--- src/rtl/led_flow_ctrl_if.sv ---
// Control/drive bundle between the step source and the LED pattern engine.
// The source drives tick/en/mode; the engine drives led/step.
interface led_flow_ctrl_if #(
    parameter int LED_W = 4
);
    logic             tick;
    logic             en;
    logic [1:0]       mode;
    logic [LED_W-1:0] led;
    logic             step;

    modport master (
        output tick, en, mode,
        input  led, step
    );

    modport slave (
        input  tick, en, mode,
        output led, step
    );
endinterface

--- src/rtl/led_flow_ctrl.sv ---
// LED pattern engine: blink, rotate left/right and ping-pong,
// advanced by divided ticks, active-low registered LED drive.
module led_flow_ctrl #(
    parameter int LED_W    = 4,
    parameter int TICK_DIV = 1
) (
    input  logic           clk_50M,
    input  logic           rst,
    led_flow_ctrl_if.slave bus
);
    typedef enum logic {
        IDLE,
        RUN
    } state_t;

    localparam logic [7:0] DIV_LAST = 8'(TICK_DIV - 1);

    state_t           state_q, state_d;
    logic [LED_W-1:0] p_q, p_d;
    logic             dir_q, dir_d;
    logic [7:0]       div_q, div_d;
    logic [1:0]       mode_q, mode_d;
    logic [LED_W-1:0] led_d;
    logic             adv;

    function automatic logic [LED_W-1:0] init_pat(input logic [1:0] m);
        logic [LED_W-1:0] r;
        unique case (m)
            2'd0:    r = '0;
            2'd2:    r = {1'b1, {(LED_W-1){1'b0}}};
            default: r = {{(LED_W-1){1'b0}}, 1'b1};
        endcase
        return r;
    endfunction

    always_comb begin
        state_d = state_q;
        p_d     = p_q;
        dir_d   = dir_q;
        div_d   = div_q;
        mode_d  = mode_q;
        adv     = 1'b0;
        unique case (state_q)
            IDLE: begin
                div_d = '0;
                if (bus.en) begin
                    state_d = RUN;
                    mode_d  = bus.mode;
                    dir_d   = 1'b0;
                    p_d     = init_pat(bus.mode);
                end
            end
            RUN: begin
                if (!bus.en) begin
                    state_d = IDLE;
                    div_d   = '0;
                end else if (bus.mode != mode_q) begin
                    // reload swallows any tick in this cycle
                    mode_d = bus.mode;
                    div_d  = '0;
                    dir_d  = 1'b0;
                    p_d    = init_pat(bus.mode);
                end else if (bus.tick) begin
                    if (div_q == DIV_LAST) begin
                        div_d = '0;
                        adv   = 1'b1;
                        unique case (mode_q)
                            2'd0: p_d = ~p_q;
                            2'd1: p_d = {p_q[LED_W-2:0], p_q[LED_W-1]};
                            2'd2: p_d = {p_q[0], p_q[LED_W-1:1]};
                            default: begin
                                if (!dir_q && p_q[LED_W-1]) begin
                                    dir_d = 1'b1;
                                    p_d   = p_q >> 1;
                                end else if (dir_q && p_q[0]) begin
                                    dir_d = 1'b0;
                                    p_d   = p_q << 1;
                                end else if (dir_q) begin
                                    p_d = p_q >> 1;
                                end else begin
                                    p_d = p_q << 1;
                                end
                            end
                        endcase
                    end else begin
                        div_d = div_q + 8'd1;
                    end
                end
            end
            default: state_d = IDLE;
        endcase
        led_d = (state_d == RUN) ? ~p_d : '1;
    end

    always_ff @(posedge clk_50M) begin
        if (rst) begin
            state_q  <= IDLE;
            p_q      <= '0;
            dir_q    <= 1'b0;
            div_q    <= '0;
            mode_q   <= '0;
            bus.led  <= '1;
            bus.step <= 1'b0;
        end else begin
            state_q  <= state_d;
            p_q      <= p_d;
            dir_q    <= dir_d;
            div_q    <= div_d;
            mode_q   <= mode_d;
            bus.led  <= led_d;
            bus.step <= adv;
        end
    end
endmodule

--- src/flat_wrapper.sv ---
// flat-port wrapper written by rule: the top's interface ports become plain ports
module led_flow_ctrl_flat 
#(
    parameter int LED_W    = 4,
    parameter int TICK_DIV = 1
)
  (clk_50M, rst, bus_tick, bus_en, bus_mode, bus_led, bus_step);
  led_flow_ctrl_if #(.LED_W(LED_W)) bus_i ();
  input  logic clk_50M;
  input  logic rst;
  input wire logic [$bits(bus_i.tick)-1:0] bus_tick;
  input wire logic [$bits(bus_i.en)-1:0] bus_en;
  input wire logic [$bits(bus_i.mode)-1:0] bus_mode;
  output wire logic [$bits(bus_i.led)-1:0] bus_led;
  output wire logic [$bits(bus_i.step)-1:0] bus_step;
  assign bus_i.tick = bus_tick;
  assign bus_i.en = bus_en;
  assign bus_i.mode = bus_mode;
  assign bus_led = bus_i.led;
  assign bus_step = bus_i.step;
  led_flow_ctrl #(.LED_W(LED_W), .TICK_DIV(TICK_DIV)) u_core (.clk_50M(clk_50M), .rst(rst), .bus(bus_i));
endmodule
--- config.mk ---
export PLATFORM = sky130hd
export DESIGN_NAME = led_flow_ctrl_flat
export DESIGN_NICKNAME = d
export VERILOG_FILES = /design/src/rtl/led_flow_ctrl_if.sv /design/src/rtl/led_flow_ctrl.sv /design/src/flat_wrapper.sv
export SDC_FILE = /design/constraint.sdc
export NUM_CORES = 1
export LEC_CHECK = 0
export CAP_MARGIN = 20
export CORE_MARGIN = 3
export CORE_UTILIZATION = 55
export DETAILED_ROUTE_END_ITERATION = 12
export PLACE_DENSITY = 0.88
export SYNTH_ARGS = -nofsm -noshare
export SYNTH_HDL_FRONTEND = slang
export SYNTH_SLANG_ARGS = --single-unit
--- constraint.sdc ---
create_clock -name clk_50M -period 3.4 [get_ports clk_50M]
set_clock_uncertainty 0.15 [all_clocks]
set_input_delay 0.51 -clock clk_50M [delete_from_list [all_inputs] [get_ports clk_50M]]
set_output_delay 0.51 -clock clk_50M [all_outputs]
set_load 0.01 [all_outputs]
==> flow_metrics.tcl <==
set metrics [dict create \
    reg2regPathDepth 5 \
    place_ws_ps 668 \
    ir_drop_uv 233 \
    clk_pin_slew_ps 110 \
    pwr-share-seq_pct 58.6 \
    worstPathArrival_ps 2530 \
    worstHoldEndpoint "u_core.dir_q" \
    end_kind "register" \
    wl_per_cell_um 13.5 \
    die_w_um 53.2 \
    critical_path_class "in2reg" \
    ant_nets 0 \
    reg2reg_to "u_core.div_q[6]" \
    clock_latency_ps 300 \
    antenna_found_initial 0 \
    drt-total-wl_um 2600 \
    dr_total_vias 1176 \
    fin_tns_setup_ps 0 \
    power.density_mw_per_mm2 333 \
    drv_slew 0 \
    r2r_slack_ps 1050 \
    synth_flop_cell "dfxtp_1" \
    worstHoldStart "u_core.dir_q" \
    ys_ff_latch 21 \
    grt_pass1_vias 1010 \
    yosysSeqAreaShare_pct 34.3 \
    hpwl_um 1940 \
    total_power_mw 0.451 \
    drtPass1Iterations 5 \
    rsz0062_at_grt "false" \
    fin_nets 174 \
    post_cts_buffers 0 \
    netSwitchingFraction_pct 27.2 \
    p_leak_nw 0.453 \
    die_h_um 53.2 \
    whs_ps 377 \
    insertedDiodeCount 0 \
    async_flop_share_pct 0 \
    rr_startpoint "u_core.mode_q[0]" \
    final.setup.worst_slack_ps 931 \
    cts_resized 0 \
    row_count 16 \
    grt_usage_pct 21.0 \
    startpoint_type "input port" \
    dr.first_iter.drc_count 50 \
    cts_tree "done" \
    whs_path_depth 2 \
    maxSlewHeadroom_pct 67.2 \
    ys_warn_count 0 \
    grt_pass1_wl_um 4370 \
    synthToLayoutAreaGrowth_pct 10.7 \
    syn-instance-count 158 \
    fmax_mhz 405 \
    cts.sinks 21 \
    power.share.clock_pct 26.4 \
    layout-drive-gt1-share_pct 3.64 \
    setup_violations 0 \
    cp.required_ps 3470 \
    clockRootBuffer "clkbuf_4" \
    io_buffers 10 \
    synth_area_mm2 0.00122 \
    tightest_slew_ps 492 \
    gp_congestion 0.993 \
    syn_area_per_cell_um2 7.75 \
    core-area_mm2 0.00204 \
    start_util_pct 60.0 \
    dieArea_mm2 0.00283 \
    io_pins 11 \
    grt_max_degree 16 \
    cap_viol_max_count 0 \
    p_sw_mw 0.123 \
    worstHoldPathType "reg2reg" \
    fin_crit_ps 2470 \
    synth_fp_nets 166 \
    htreeDepth 1 \
    drc 0 \
    p_comb_share_pct 15.0 \
    critPathMaxFanout 6 \
    grt-ovfl-total 0 \
    synth_cell_types 41 \
    p_int_mw 0.328 \
    synth_edf_count 0 \
    cts_buffers 3 \
    cts_buffer_depth 2 \
    via_per_inst 6.13 \
    hold_violations 0 \
    postCtsHoldBufs 0 \
    status "complete, no violations" \
    fin_crit_sh_pct 72.6 \
]
-- final cells by class --
class / instances / area [um2]
inverter: 9 / 33.8
clock buffer: 4 / 26.3
fill: 182 / 686
sequential: 21 / 420
timing repair buffer: 10 / 100
tap: 27 / 33.8
multi-input combinational: 121 / 742
-- logic make-up after synthesis --
kind of cell	synth area share [%]
AOI/OAI and AO/OA	17.3
xor gates and xnor gates	7.05
and+or+nand+nor	31.8
muxes	2.45
DFF	34.3
buffers and inverters	5.11
adders and majority gates	2.04
-- worst max-delay path: stages --
cell,delay (ps)
clkdlybuf4s50_1,540
xnor2_2,260
nand2_1,160
or3_1,440
or4b_1,530
o311ai_1,90
-- synth_stat cells, types with 4 or more instances --
cell,instances,share of area [%]
nand3_1,8,3.3
nor2_1,23,7.0
nand2_1,11,3.4
o21ai_0,4,1.6
nor3_1,9,3.7
nand4_1,4,2.0
nand2b_1,7,3.6
inv_1,8,2.5
a21oi_1,11,4.5
xnor2_1,6,4.3
dfxtp_1,21,34
clkbuf_1,5,1.5
-- per-layer routing --
metal  global-route usage, %  wire length, um  vias up
li1                        -                -      571
met1                    28.1             1160      540
met2                    33.7             1220       61
met3                    4.23              196        4
met4                    6.38               25        0
met5                       0                0        -
-- through the flow --
stage / cell area, um2 / instances / utilization, %
after detailed placement: 1330 / 188 / 65.1
after CTS: 1360 / 192 / 66.4
after global routing: 1360 / 192 / 66.4
after global placement: 1330 / 188 / 65.1
final: 1360 / 192 / 66.4
after floorplan: 1220 / 158 / -
-- power by group through the flow --
stage,sequential (mW),combinational (mW),clock (mW)
floorplan,0.262,0.0530,0
global placement,0.269,0.0644,0
detailed placement,0.270,0.0663,0
CTS,0.264,0.0668,0.123
global route,0.266,0.0744,0.129
finish,0.265,0.0676,0.119
-- cells in the final DEF (no fill, tap or decap), drive strengths merged, types with 4 or more instances in the layout --
master,instances
nor2,23
dfxtp,21
nand2,11
a21oi,11
clkdlybuf4s50,10
nor3,9
inv,9
nand3,8
nand2b,7
xnor2,7
o21ai,4
nand4,4
clkbuf,4
-- worst max-delay path by stage --
stage,end,start,cells past startpoint
floorplan,u_core.div_q[6],bus_mode[0],5
global placement,u_core.div_q[6],bus_en,5
detailed placement,u_core.div_q[6],bus_mode[1],6
CTS,u_core.div_q[6],bus_mode[1],6
global route,u_core.div_q[6],bus_mode[1],6
finish,u_core.div_q[6],bus_mode[1],6
Note: power is estimated with default switching activity, not from simulation.
